**src/rtl/runtime_config.sv**
```systemverilog
// ---------------------------------------------------------------------------
// runtime_config
//
// Purpose:
//   Byte-stream configuration receiver with double-buffered field storage.
//   Frames of five bytes (0xA5, ADDR, DHI, DLO, CSUM) write a shadow copy of
//   the configuration. A commit frame (ADDR = 0xFF) arms a pending flag, and
//   the next apply_strobe copies the whole shadow into the live configuration
//   in one edge. The live copy therefore only ever changes at a safe point
//   chosen by the surrounding datapath, such as a Tx/Rx frame boundary.
//
// Ports:
//   clk_16M384      in   1                    sole clock
//   rst_16M384      in   1                    synchronous active-high reset
//   cfg_tdata       in   8                    configuration byte stream
//   cfg_tvalid      in   1                    byte valid
//   cfg_tready      out  1                    byte accepted when valid&ready
//   apply_strobe    in   1                    safe-update point
//   cfg_active      out  NUM_FIELDS*FIELD_W   live configuration, field i at
//                                             [i*FIELD_W +: FIELD_W]
//   cfg_updated     out  1                    one-cycle pulse on live load
//   commit_pending  out  1                    commit received, awaiting apply
//   cfg_busy        out  1                    parser is inside a frame
//   err_cnt         out  8                    saturating frame error count
// ---------------------------------------------------------------------------
module runtime_config #(
    parameter int NUM_FIELDS  = 9,
    parameter int FIELD_W     = 16,
    parameter logic [NUM_FIELDS*FIELD_W-1:0] DEFAULTS = {
        16'd8192, 16'd16, 16'd16, 16'd16, 16'd128,
        16'd3,    16'd0,  16'd4,  16'd8
    },
    parameter int TIMEOUT_CYC = 1024
) (
    input  logic                          clk_16M384,
    input  logic                          rst_16M384,
    input  logic [7:0]                    cfg_tdata,
    input  logic                          cfg_tvalid,
    output logic                          cfg_tready,
    input  logic                          apply_strobe,
    output logic [NUM_FIELDS*FIELD_W-1:0] cfg_active,
    output logic                          cfg_updated,
    output logic                          commit_pending,
    output logic                          cfg_busy,
    output logic [7:0]                    err_cnt
);

    localparam int TO_W = (TIMEOUT_CYC > 1) ? $clog2(TIMEOUT_CYC + 1) : 1;
    localparam logic [TO_W-1:0] TO_LAST = TO_W'(TIMEOUT_CYC - 1);
    localparam logic [7:0] HDR_BYTE    = 8'hA5;
    localparam logic [7:0] COMMIT_ADDR = 8'hFF;

    typedef enum logic [2:0] {
        ST_IDLE = 3'd0,
        ST_ADDR = 3'd1,
        ST_DHI  = 3'd2,
        ST_DLO  = 3'd3,
        ST_CSUM = 3'd4
    } state_t;

    // Expected checksum byte: XOR of header and the three payload bytes.
    function automatic logic [7:0] frame_csum(input logic [7:0] addr,
                                              input logic [7:0] dhi,
                                              input logic [7:0] dlo);
        frame_csum = HDR_BYTE ^ addr ^ dhi ^ dlo;
    endfunction

    state_t                          state_r;
    state_t                          state_next_s;
    logic [TO_W-1:0]                 to_cnt_r;
    logic [7:0]                      addr_r;
    logic [7:0]                      dhi_r;
    logic [7:0]                      dlo_r;
    logic [NUM_FIELDS*FIELD_W-1:0]   shadow_r;
    logic [NUM_FIELDS*FIELD_W-1:0]   active_r;
    logic                            updated_r;
    logic                            pending_r;
    logic                            busy_r;
    logic                            tready_r;
    logic [7:0]                      err_cnt_r;

    logic                            accept_s;
    logic                            timeout_s;
    logic                            at_csum_s;
    logic                            csum_ok_s;
    logic                            addr_in_range_s;
    logic                            shadow_we_s;
    logic                            commit_set_s;
    logic                            err_inc_s;
    logic                            load_s;
    logic [15:0]                     word_s;
    logic [FIELD_W-1:0]              wdata_s;

    // A byte is consumed only when ready is registered high, so nothing is
    // taken during reset or in the cycle before ready first rises.
    assign accept_s  = cfg_tvalid & tready_r;

    // The timeout fires on the TIMEOUT_CYC-th consecutive idle cycle inside a
    // frame; the counter holds the number of idle cycles already elapsed.
    assign timeout_s = (state_r != ST_IDLE) && !accept_s && (to_cnt_r == TO_LAST);

    // FSM state register.
    always_ff @(posedge clk_16M384) begin
        if (rst_16M384) begin
            state_r <= ST_IDLE;
        end else begin
            state_r <= state_next_s;
        end
    end

    // FSM next-state: one step per accepted byte, back to idle on timeout.
    always_comb begin
        state_next_s = state_r;
        case (state_r)
            ST_IDLE: begin
                if (accept_s && (cfg_tdata == HDR_BYTE)) begin
                    state_next_s = ST_ADDR;
                end else begin
                    state_next_s = ST_IDLE;
                end
            end
            ST_ADDR: begin
                if (accept_s) begin
                    state_next_s = ST_DHI;
                end else if (timeout_s) begin
                    state_next_s = ST_IDLE;
                end else begin
                    state_next_s = ST_ADDR;
                end
            end
            ST_DHI: begin
                if (accept_s) begin
                    state_next_s = ST_DLO;
                end else if (timeout_s) begin
                    state_next_s = ST_IDLE;
                end else begin
                    state_next_s = ST_DHI;
                end
            end
            ST_DLO: begin
                if (accept_s) begin
                    state_next_s = ST_CSUM;
                end else if (timeout_s) begin
                    state_next_s = ST_IDLE;
                end else begin
                    state_next_s = ST_DLO;
                end
            end
            ST_CSUM: begin
                if (accept_s || timeout_s) begin
                    state_next_s = ST_IDLE;
                end else begin
                    state_next_s = ST_CSUM;
                end
            end
            default: begin
                state_next_s = ST_IDLE;
            end
        endcase
    end

    // FSM output decode: frame outcome strobes consumed by the datapath.
    always_comb begin
        at_csum_s       = 1'b0;
        csum_ok_s       = 1'b0;
        addr_in_range_s = 1'b0;
        shadow_we_s     = 1'b0;
        commit_set_s    = 1'b0;
        err_inc_s       = 1'b0;
        word_s          = {dhi_r, dlo_r};
        wdata_s         = word_s[FIELD_W-1:0];
        load_s          = pending_r & apply_strobe;

        if ({1'b0, addr_r} < 9'(NUM_FIELDS)) begin
            addr_in_range_s = 1'b1;
        end else begin
            addr_in_range_s = 1'b0;
        end

        case (state_r)
            ST_CSUM: begin
                at_csum_s = accept_s;
                csum_ok_s = (cfg_tdata == frame_csum(addr_r, dhi_r, dlo_r));
                if (at_csum_s && csum_ok_s && addr_in_range_s) begin
                    shadow_we_s = 1'b1;
                end else if (at_csum_s && csum_ok_s && (addr_r == COMMIT_ADDR)) begin
                    commit_set_s = 1'b1;
                end else if (at_csum_s || timeout_s) begin
                    // bad checksum, or good checksum to an unmapped address
                    err_inc_s = 1'b1;
                end else begin
                    err_inc_s = 1'b0;
                end
            end
            ST_ADDR, ST_DHI, ST_DLO: begin
                err_inc_s = timeout_s;
            end
            default: begin
                err_inc_s = 1'b0;
            end
        endcase
    end

    // Inter-byte timeout counter; cleared by every accepted byte and whenever
    // the parser is (or is about to be) idle.
    always_ff @(posedge clk_16M384) begin
        if (rst_16M384) begin
            to_cnt_r <= '0;
        end else if (accept_s || (state_next_s == ST_IDLE)) begin
            to_cnt_r <= '0;
        end else begin
            to_cnt_r <= to_cnt_r + TO_W'(1);
        end
    end

    // Capture the payload bytes of the frame in flight.
    always_ff @(posedge clk_16M384) begin
        if (rst_16M384) begin
            addr_r <= 8'h00;
            dhi_r  <= 8'h00;
            dlo_r  <= 8'h00;
        end else if (accept_s) begin
            case (state_r)
                ST_ADDR: addr_r <= cfg_tdata;
                ST_DHI:  dhi_r  <= cfg_tdata;
                ST_DLO:  dlo_r  <= cfg_tdata;
                default: addr_r <= addr_r;
            endcase
        end else begin
            addr_r <= addr_r;
        end
    end

    // Shadow field writes; a write landing on the apply edge is not seen by
    // the live copy because the load samples the pre-edge shadow value.
    always_ff @(posedge clk_16M384) begin
        if (rst_16M384) begin
            shadow_r <= DEFAULTS;
        end else begin
            for (int i = 0; i < NUM_FIELDS; i++) begin
                if (shadow_we_s && ({1'b0, addr_r} == 9'(i))) begin
                    shadow_r[i*FIELD_W +: FIELD_W] <= wdata_s;
                end
            end
        end
    end

    // Live configuration load and its aligned update pulse.
    always_ff @(posedge clk_16M384) begin
        if (rst_16M384) begin
            active_r  <= DEFAULTS;
            updated_r <= 1'b0;
        end else if (load_s) begin
            active_r  <= shadow_r;
            updated_r <= 1'b1;
        end else begin
            updated_r <= 1'b0;
        end
    end

    // Commit flag. A commit frame completing on the same edge that consumes
    // the previous commit re-arms the flag, so it is never lost.
    always_ff @(posedge clk_16M384) begin
        if (rst_16M384) begin
            pending_r <= 1'b0;
        end else if (commit_set_s) begin
            pending_r <= 1'b1;
        end else if (load_s) begin
            pending_r <= 1'b0;
        end else begin
            pending_r <= pending_r;
        end
    end

    // Saturating frame error counter.
    always_ff @(posedge clk_16M384) begin
        if (rst_16M384) begin
            err_cnt_r <= 8'h00;
        end else if (err_inc_s && (err_cnt_r != 8'hFF)) begin
            err_cnt_r <= err_cnt_r + 8'h01;
        end else begin
            err_cnt_r <= err_cnt_r;
        end
    end

    // Registered handshake and busy flags; busy tracks the next state so it
    // lines up with the state register.
    always_ff @(posedge clk_16M384) begin
        if (rst_16M384) begin
            tready_r <= 1'b0;
            busy_r   <= 1'b0;
        end else begin
            tready_r <= 1'b1;
            busy_r   <= (state_next_s != ST_IDLE);
        end
    end

    assign cfg_tready     = tready_r;
    assign cfg_active     = active_r;
    assign cfg_updated    = updated_r;
    assign commit_pending = pending_r;
    assign cfg_busy       = busy_r;
    assign err_cnt        = err_cnt_r;

endmodule

```
**config.mk**
```make
export PLATFORM = sky130hd
export DESIGN_NAME = runtime_config
export DESIGN_NICKNAME = d
export VERILOG_FILES = /design/src/rtl/runtime_config.sv
export SDC_FILE = /design/constraint.sdc
export NUM_CORES = 1
export LEC_CHECK = 0
export CAP_MARGIN = 20
export CORE_MARGIN = 2
export CORE_UTILIZATION = 45
export CTS_BUF_LIST = sky130_fd_sc_hd__clkbuf_8
export CTS_CLUSTER_SIZE = 16
export DETAILED_ROUTE_END_ITERATION = 8
export PLACE_DENSITY = 0.66
export SKIP_LAST_GASP = 1
export SYNTH_ARGS = -nofsm -noshare
export SYNTH_HDL_FRONTEND = slang
export SYNTH_SLANG_ARGS = --single-unit
export TNS_END_PERCENT = 5
```
**constraint.sdc**
```tcl
create_clock -name clk_16M384 -period 3.03 [get_ports clk_16M384]
set_clock_uncertainty 0.15 [all_clocks]
set_input_delay 0.606 -clock clk_16M384 [delete_from_list [all_inputs] [get_ports clk_16M384]]
set_output_delay 0.606 -clock clk_16M384 [all_outputs]
set_load 0.05 [all_outputs]
```
# Word-level counts from Yosys, hierarchy flattened
# Index checks and enable logic that the tools add are counted.
dict set report op_classes {
  n_bitwise 5
  addsub 2
  eq_ne 17
  n_mux 23
  reduce_logical 30
  n_lt_le_gt_ge 1
}
# operator count
set ops {}
lappend ops {{== test 8 x 3 -> 1 bit (second input constant)} 4}
lappend ops {{== test 8 x 2 -> 1 bit (second input constant)} 2}
lappend ops {{== test 8 bit (second input constant)} 2}
lappend ops {{logical AND 1 bit} 16}
lappend ops {{bitwise XOR 8 bit} 2}
lappend ops {{two-way mux 1 bit} 15}
lappend ops {{one-hot mux 3 bit (5 select lines)} 1}
lappend ops {{adder 11 x 1 -> 11 bit (second input constant)} 1}
lappend ops {{== test 11 x 10 -> 1 bit (second input constant)} 1}
lappend ops {{adder 8 x 1 -> 8 bit (second input constant)} 1}
lappend ops {{== test 8 x 1 -> 1 bit (second input constant)} 1}
lappend ops {{== test 8 x 4 -> 1 bit (second input constant)} 1}
lappend ops {{== test 8 bit} 1}
lappend ops {{zero test 8 bit} 1}
lappend ops {{less-than comparator 8 x 4 -> 1 bit (second input constant)} 1}
lappend ops {{two-way mux 2 bit} 4}
lappend ops {{!= test 8 bit (second input constant)} 1}
lappend ops {{== test 3 x 2 -> 1 bit (second input constant)} 2}
lappend ops {{zero test 3 bit} 2}
lappend ops {{two-way mux 3 bit} 2}
lappend ops {{AND reduction 2 bit} 3}
lappend ops {{nonzero test 3 bit} 2}
lappend ops {{inverter 4 bit} 1}
lappend ops {{== test 3 x 1 -> 1 bit (second input constant)} 1}
lappend ops {{8 further kinds} 10}
dict set report totals {
  in_bits 12
  output_inout_bits 156
  reg_bits 338
  wordCells 98
}

# Logic depth before layout (Yosys ltp)
# Gate-level depths: netlist of run 1.
dict set report logic_depth {
  word_depth 10
  ltp_mapped 10
  depth_no_buf 7
}

# Worst setup path after synthesis of run 1
# No wires, ideal clock.
dict set report synth_timing {
  path_kind {reg2reg}
  start {register tready_r (netlist: cfg_tready)}
  end {register err_cnt_r[6] (netlist: err_cnt[6])}
  period_less_slack_ps 2687
  stages_incl_launch_ff 9
  setup_time_ps 121
  t_required_ps 2759
  arrival_time_ps 2416
  slack_ps 343
  path_buffers 3
  path_cell_list {dfxtp_1 -> and2_1 -> clkbuf_1 -> nand2_1 -> buf_4 -> nor4_2 -> buf_2 -> nand4b_1 -> mux2_2}
}
dict set report synth_via {
  elab_chain_cells 10
  elab_cells_between_ends 13
  classes_between {mux: 4; bitwise: 1; reduce/logical: 8}
}
# element line
set synth_lines {}
lappend synth_lines {{start, declared} 79} ;# logic tready_r;
lappend synth_lines {{start signal, assigned} 290} ;# tready_r <= 1'b0;
lappend synth_lines {{start signal, assigned} 293} ;# tready_r <= 1'b1;
lappend synth_lines {{AND 1 bit *} 96} ;# assign accept_s = cfg_tvalid & tready_r;
lappend synth_lines {{zero test 1 bit} 100} ;# assign timeout_s = (state_r != ST_IDLE) && !accept_s && (to_cnt_r == TO_LAST);
lappend synth_lines {{logical AND 1 bit (2 in a row)} 100}
lappend synth_lines {{logical OR 1 bit} 188} ;# end else if (at_csum_s || timeout_s) begin
lappend synth_lines {{two-way mux 1 bit} 188}
lappend synth_lines {{two-way mux 1 bit} 186} ;# end else if (at_csum_s && csum_ok_s && (addr_r == COMMIT_ADDR)) begin
lappend synth_lines {{two-way mux 1 bit} 184} ;# if (at_csum_s && csum_ok_s && addr_in_range_s) begin
lappend synth_lines {{one-hot mux 1 bit (2 select lines) *} 180} ;# case (state_r)
lappend synth_lines {{logical AND 1 bit *} 279} ;# end else if (err_inc_s && (err_cnt_r != 8'hFF)) begin
lappend synth_lines {{end signal, assigned} 280} ;# err_cnt_r <= err_cnt_r + 8'h01;
lappend synth_lines {{end signal, assigned} 282} ;# err_cnt_r <= err_cnt_r;
lappend synth_lines {{end, declared} 80} ;# logic [7:0] err_cnt_r;
# Every way passes the cells marked *; elsewhere a longest branch is shown, timed or not.
# A chain may end at the register's enable or synchronous reset.

# Worst setup path after layout of run 1
dict set report layout_timing {
  start {register dlo_r[0]}
  end {register shadow_r[80]}
}
dict set report layout_via {
  elab_chain_cells 7
}
# element line
set layout_lines {}
lappend layout_lines {{start, declared} 73} ;# logic [7:0] dlo_r;
lappend layout_lines {{start signal, assigned} 226} ;# ST_DLO: dlo_r <= cfg_tdata;
lappend layout_lines {{bitwise XOR 8 bit} 65} ;# frame_csum = HDR_BYTE ^ addr ^ dhi ^ dlo;
lappend layout_lines {{== test 8 bit} 183} ;# csum_ok_s = (cfg_tdata == frame_csum(addr_r, dhi_r, dlo_r));
lappend layout_lines {{logical AND 1 bit (2 in a row)} 184}
lappend layout_lines {{two-way mux 1 bit} 184}
lappend layout_lines {{two-way mux 1 bit} 180}
lappend layout_lines {{logical AND 1 bit} 241} ;# if (shadow_we_s && ({1'b0, addr_r} == 9'(i))) begin
lappend layout_lines {{end signal, assigned by index} 242} ;# shadow_r[i*FIELD_W +: FIELD_W] <= wdata_s;
lappend layout_lines {{end, declared} 74} ;# logic [NUM_FIELDS*FIELD_W-1:0] shadow_r;
# Parallel ways exist; a longest one is shown, timed or not.

==> results of run 1 <==
-- area by class of cell --
class                   count  area, sq um  share of cell area, %
inverters                   3        11.26                0.07075
well taps                 378        473.0                  2.971
repair buffers            216         2245                  14.10
multi-input cells         935         5329                  33.48
flip-flops and latches    338         6766                  42.51
clock buffers              69        949.7                  5.967
clock inverters            32        142.6                 0.8962
-- flip-flops by register name, indices dropped and copies added (netlist names), 3 cells and up --
name,cells
dhi_r,8
to_cnt_r,11
shadow_r,144
dlo_r,8
state_r,3
err_cnt,8
cfg_active,144
addr_r,8
-- synth_stat cells, drive strengths merged, types with 5 or more instances --
library cell | number | area, sq um
nand3 | 23 | 115.1
dfxtp | 338 | 6766
a21oi | 147 | 735.7
or4 | 9 | 75.07
and3 | 5 | 31.28
mux2i | 168 | 1682
xor2 | 12 | 105.1
nor4 | 9 | 167.7
buf | 34 | 245.2
nor2b | 7 | 43.79
nand2 | 307 | 1152
nor2 | 181 | 679.4
o31ai | 7 | 52.55
nand4 | 9 | 56.30
clkbuf | 75 | 282.8
xnor2 | 20 | 175.2
nand4b | 5 | 50.04
-- final timing paths --
check | from | endpoint | slack, ns
hold reg to reg | shadow_r[95] | cfg_active[95] | 0.30
setup / recovery | dlo_r[0] | shadow_r[80] | 0.33
hold / removal | shadow_r[95] | cfg_active[95] | 0.30
setup reg to reg | dlo_r[0] | shadow_r[80] | 0.33
-- routing by layer --
layer,global-route usage [%],up-vias,routed length [um]
li1,-,4909,-
met1,29.31,4636,15050
met4,6.338,0,636
met3,3.866,41,1452
met5,0,-,0
met2,35.04,207,14810
-- worst max-delay path: stages, from the launching register on --
cell and delay, ns:
dfxtp_1 0.76, xnor2_1 0.22, xnor2_1 0.15, nand3_1 0.24, buf_4 0.28, nor4_4 0.27, buf_12 0.21, mux2i_1 0.21
nor2_1 0.05
-- logic make-up (layout without fill, tap and decap cells) --
kind of cell	Yosys count	count (layout)	synth area share, %
simple gates	570	570	19.62
xor+xnor	32	32	2.220
buf+inv	112	320	4.272
compound gates	162	162	6.680
flops	338	338	53.60
mux	169	169	13.41
fa+ha+maj	2	2	0.1982
-- power breakdown --
part	switching (mW)	internal, mW	total (mW)
clock network	1.75	2.05	3.80
logic	0.104	0.0446	0.149
registers	0.000684	4.45	4.45
total	1.85	6.54	8.39
-- through the flow --
stage | setup slack [ns] | hold WS (ns) | utilization [%]
floorplan | 0.3434 | 0.2799 | -
global placement | -0.001714 | 0.2863 | 53.51
detailed placement | -0.03791 | 0.2930 | 53.51
CTS | 0.3530 | 0.3016 | 57.45
global route | 0.1789 | 0.3182 | 57.45
finish | 0.3324 | 0.2984 | 57.45
==> key figures, run 1 <==
Floorplanning
  – Initial core utilization: 45.57%
  – Cell Rows: 61
  – Num ports: approximately 170
  – Die Span Y: 171.5 um
  – Die ar.: roughly 0.029 sq mm
  – Die width: 171.5 um
  – Core area: approximately 0.028 sq mm

Yosys
  – Syn Nets: approximately 1400
  – Count of different cell masters after synthesis: 43
  – Ys Warns: 0
  – Register bit total from synthesis: between 300 and 400
  – FFs w/ async S/R, synth: 0%
  – Mapped Cells: 1385
  – Top_reg_cell synth: dfxtp_1
  – Seq/Total Area, Yosys: around 54%
  – Avg Inst Size Synth: 9.115 sq um
  – Post-synth EDFFs: 0
  – Cell area after synthesis: between 0.01 and 0.015 sq mm

Place
  – Cells after DPL: approximately 1900
  – GPL Wtd Cong: 0.7931
  – Number of port buffers: 167
  – Post-Place Cell Area: ~0.015 sq mm
  – DP HPWL: ~20000 um

Drt
  – Post-route ant nets: 0
  – Starting DRC count in detailed routing: around 530
  – DRC Markers: 0
  – Wire per inst: ~16 um
  – DRT Pass-1 Iters: 4
  – DR vias: a little under 10000
  – WL final: about 32000 um
  – Via density: ~5.0

Timing
  – Actual slew at the worst max-slew pin: slightly below 0.7 ns
  – Endpoints failing hold: 0
  – Crit path time final: between 2 and 3 ns
  – Final Cycle Share: between 80% and 90%
  – Final setup viols: 0
  – Slew Viols, Final: 0
  – Setup TNS: 0 ns
  – RSZ-0062 raised after global routing: no
  – Fmax: 370.7 MHz
  – Slew Limit Headroom: a little over half

Clock tree
  – Num CTS Buffers: 55
  – Root buffer cell: clkbuf_8
  – Post-CTS Setup Inserts: 0
  – Htree depth: 2
  – Clock transition at path regs: about 0.060 ns
  – Post-CTS resize count: 0
  – Clock Latency Late Sink: slightly below 0.6 ns
  – CTS Buffer Depth: 3
  – Hold buffers post-CTS: 0
  – CTS tree: done
  – CTS Sinks: 338

Cells and area
  – # fillers: 2469
  – Most frequent cells in the layout: dfxtp_1 (338), nand2_1 (306), nor2_1 (181)
  – Most common cell after layout, fill and taps aside: dfxtp_1
  – Non-Filler Instances: a little under 2000
  – Nets: roughly 1600
  – Number of diodes: 0
  – Layout cells sized above 1: 9.102%
  – Syn-to-layout area delta: 26.08%
  – Fin area: 0.01592 sq mm

Critical path
  – Worst setup SP type: flip-flop
  – CP Capture Type: flip-flop
  – Critical path type: flip-flop to flip-flop
  – CP Data Required Time: around 3.3 ns
  – WP data arrival: 2.98 ns
  – Reg2reg path depth: 8
  – Max FO, Critical Path: 16

Global route
  – Global-route wire length before repair: roughly 50000 um
  – GRT Util Overall: between 20% and 30%
  – Antenna violations before repair: 0
  – Total grt overflow: 0
  – Vias in the first global route: around 9000
  – Largest net degree at the start of global routing: 85

Flow run
  – MaxCap Viol Count: 0

Power
  – Power density cells: between 500 and 600 mW/mm^2
  – Max VDD drop: roughly 0.30 mV
  – Lkg Pwr: 5.954 nW
  – Total Power: between 8 and 9 mW

Worst hold path
  – Worst hold path class: flip-flop to flip-flop
  – Hold path cells: 2

Outcome
  – Status: completed
Power figures use the tool's default switching activity.
==> run 2, diff against run 1 <==
Settings changed: GPL_TIMING_DRIVEN from default to 0.
==> run 2 against run 1 <==
Combinational power about the same; maximum frequency decreased by 7.5%; via count increased by 1.9%; die area unchanged; final cell count increased by 2.5%; first-iteration DRC count increased by 26%; flip-flop and latch count unchanged; wire length increased by 4.5%; total power decreased by 1.4%; sequential power about the same; clock power decreased by 3%.
==> key figures, run 2 (synthesis gave the netlist of run 1 again) <==
Outcome
  – Status: completed

Cells and area
  – Fin area: between 0.015 and 0.02 sq mm
  – Number of diodes: 0
  – Syn-to-layout area delta: 25.06%
  – Non-Filler Instances: around 2000
  – Nets: 1621
  – Most frequent cells in the layout: dfxtp_1 (338), nand2_1 (307), nor2_1 (181)
  – Fin util: ~57%
  – Layout cells sized above 1: 6.638%
  – Most common cell after layout, fill and taps aside: dfxtp_1

Drt
  – Via density: a little under 5
  – Post-route ant nets: 0
  – DR vias: between 9000 and 10000
  – Wire per inst: around 17 um
  – WL final: around 33000 um
  – Starting DRC count in detailed routing: approximately 670
  – DRC Markers: 0
  – DRT Pass-1 Iters: 5

Power
  – Sequential Power Share: 53.7%
  – Power density cells: 524.0 mW/mm^2
  – Power Internal: between 6 and 7 mW
  – Gate power share: under 10%
  – Switch share: between 20% and 30%
  – Max VDD drop: 0.3047 mV
  – Total Power: about 8.3 mW
  – Net Switching: between 1.5 and 2 mW
  – Lkg Pwr: ~5.8 nW
  – Clock power share: 44.4%

Clock tree
  – CTS Buffer Depth: 3
  – Root buffer cell: clkbuf_8
  – Clock transition at path regs: roughly 0.06 ns
  – Num CTS Buffers: 52
  – CTS Sinks: about 340
  – Hold buffers post-CTS: 0
  – CTS tree: done
  – Clock Latency Late Sink: 0.58 ns
  – Htree depth: 2

Place
  – Number of port buffers: 166
  – Pre-CTS setup slack: -0.5471 ns
  – GPL Wtd Cong: between 0.8 and 0.9
  – Cells after DPL: 1929
  – Post-Place Cell Area: between 0.01 and 0.015 sq mm
  – DP HPWL: ~23000 um

Floorplanning
  – Cell Rows: 61
  – Num ports: 168
  – Core area: 0.02771 sq mm
  – Initial core utilization: a little under half
  – Die width: about 170 um
  – Die Span Y: between 150 and 200 um
  – Die ar.: 0.02941 sq mm

Critical path
  – CP Data Required Time: 3.37 ns
  – Worst setup SP type: input port
  – CP Capture Type: flip-flop
  – Max FO, Critical Path: 10
  – Critical path type: input port to flip-flop
  – WP data arrival: ~3.3 ns
  – Reg2reg path depth: 6

Flow run
  – MaxCap Viol Count: 0

Worst hold path
  – Hold path cells: 2
  – Worst hold path class: flip-flop to flip-flop

Global route
  – Total grt overflow: 0
  – Largest net degree at the start of global routing: 14
  – Global-route wire length before repair: between 50000 and 60000 um
  – GRT Util Overall: a little under a quarter
  – Vias in the first global route: between 9000 and 10000
  – Antenna violations before repair: 0

Timing
  – Fmax: between 300 and 400 MHz
  – Final setup viols: 0
  – RSZ-0062 raised after global routing: yes
  – Slew Viols, Final: 0
  – Crit path time final: around 2.9 ns
  – Actual slew at the worst max-slew pin: approximately 1.1 ns
  – Slew Limit Headroom: between 20% and 30%
  – Endpoints failing hold: 0
  – Final Cycle Share: a little over nine tenths
  – Fin worst setup slack: 0.1130 ns
[run 2: worst paths after layout]
path / startpoint / to / slack [ns]
min: shadow_r[29] / cfg_active[29] / 0.30
max reg2reg: commit_pending / cfg_active[110] / 0.28
max: apply_strobe / cfg_active[110] / 0.11
min reg2reg: shadow_r[29] / cfg_active[29] / 0.30
[run 2: layer usage]
metal	vias to the layer above	routed length (um)	GRT usage [%]
met2	249	15400	37.30
met3	44	1459	3.543
met5	-	0	0
li1	5030	-	-
met1	4656	15870	30.67
met4	0	658	6.780
[run 2: critical path, stage by stage]
cell and delay [ns]:
clkdlybuf4s50_1 0.50, and2_1 0.13, clkbuf_1 0.42, clkbuf_1 0.67, clkbuf_1 0.56, nand2_1 0.18
a21oi_1 0.17
[run 2: timing repair]
| item | in CTS | in global routing |
|---|---|---|
| resized for setup | 0 | 1 |
| buffers inserted | 0 | 2 |
| endpoints found under the setup margin | 0 | 15 |
[run 2: power groups by stage]
stage | sequential, mW | combinational (mW) | clock [mW]
2_1_floorplan | 4.55 | 0.0840 | 0
3_3_place_gp | 4.54 | 0.149 | 0
3_5_place_dp | 4.54 | 0.149 | 0
4_1_cts | 4.45 | 0.150 | 3.74
5_1_grt | 4.44 | 0.163 | 3.94
6_report | 4.45 | 0.150 | 3.68
[run 2: stage by stage]
step	TNS (ns)	hold slack (ns)
floorplan	0	0.2799
global placement	-47.76	0.2906
detailed placement	-47.16	0.2923
CTS	0	0.3038
global route	-0.2287	0.3229
finish	0	0.2976
[run 2: final cells by class]
class                      instances  area, sq um
multi-input combinational        935         5328
clock inverter                    28        166.4
fill                            2480        11920
clock buffer                      61        839.6
tap                              378        473.0
timing repair buffer             168         1677
buffer                           109        528.0
inverter                           3        11.26
sequential                       338         6766
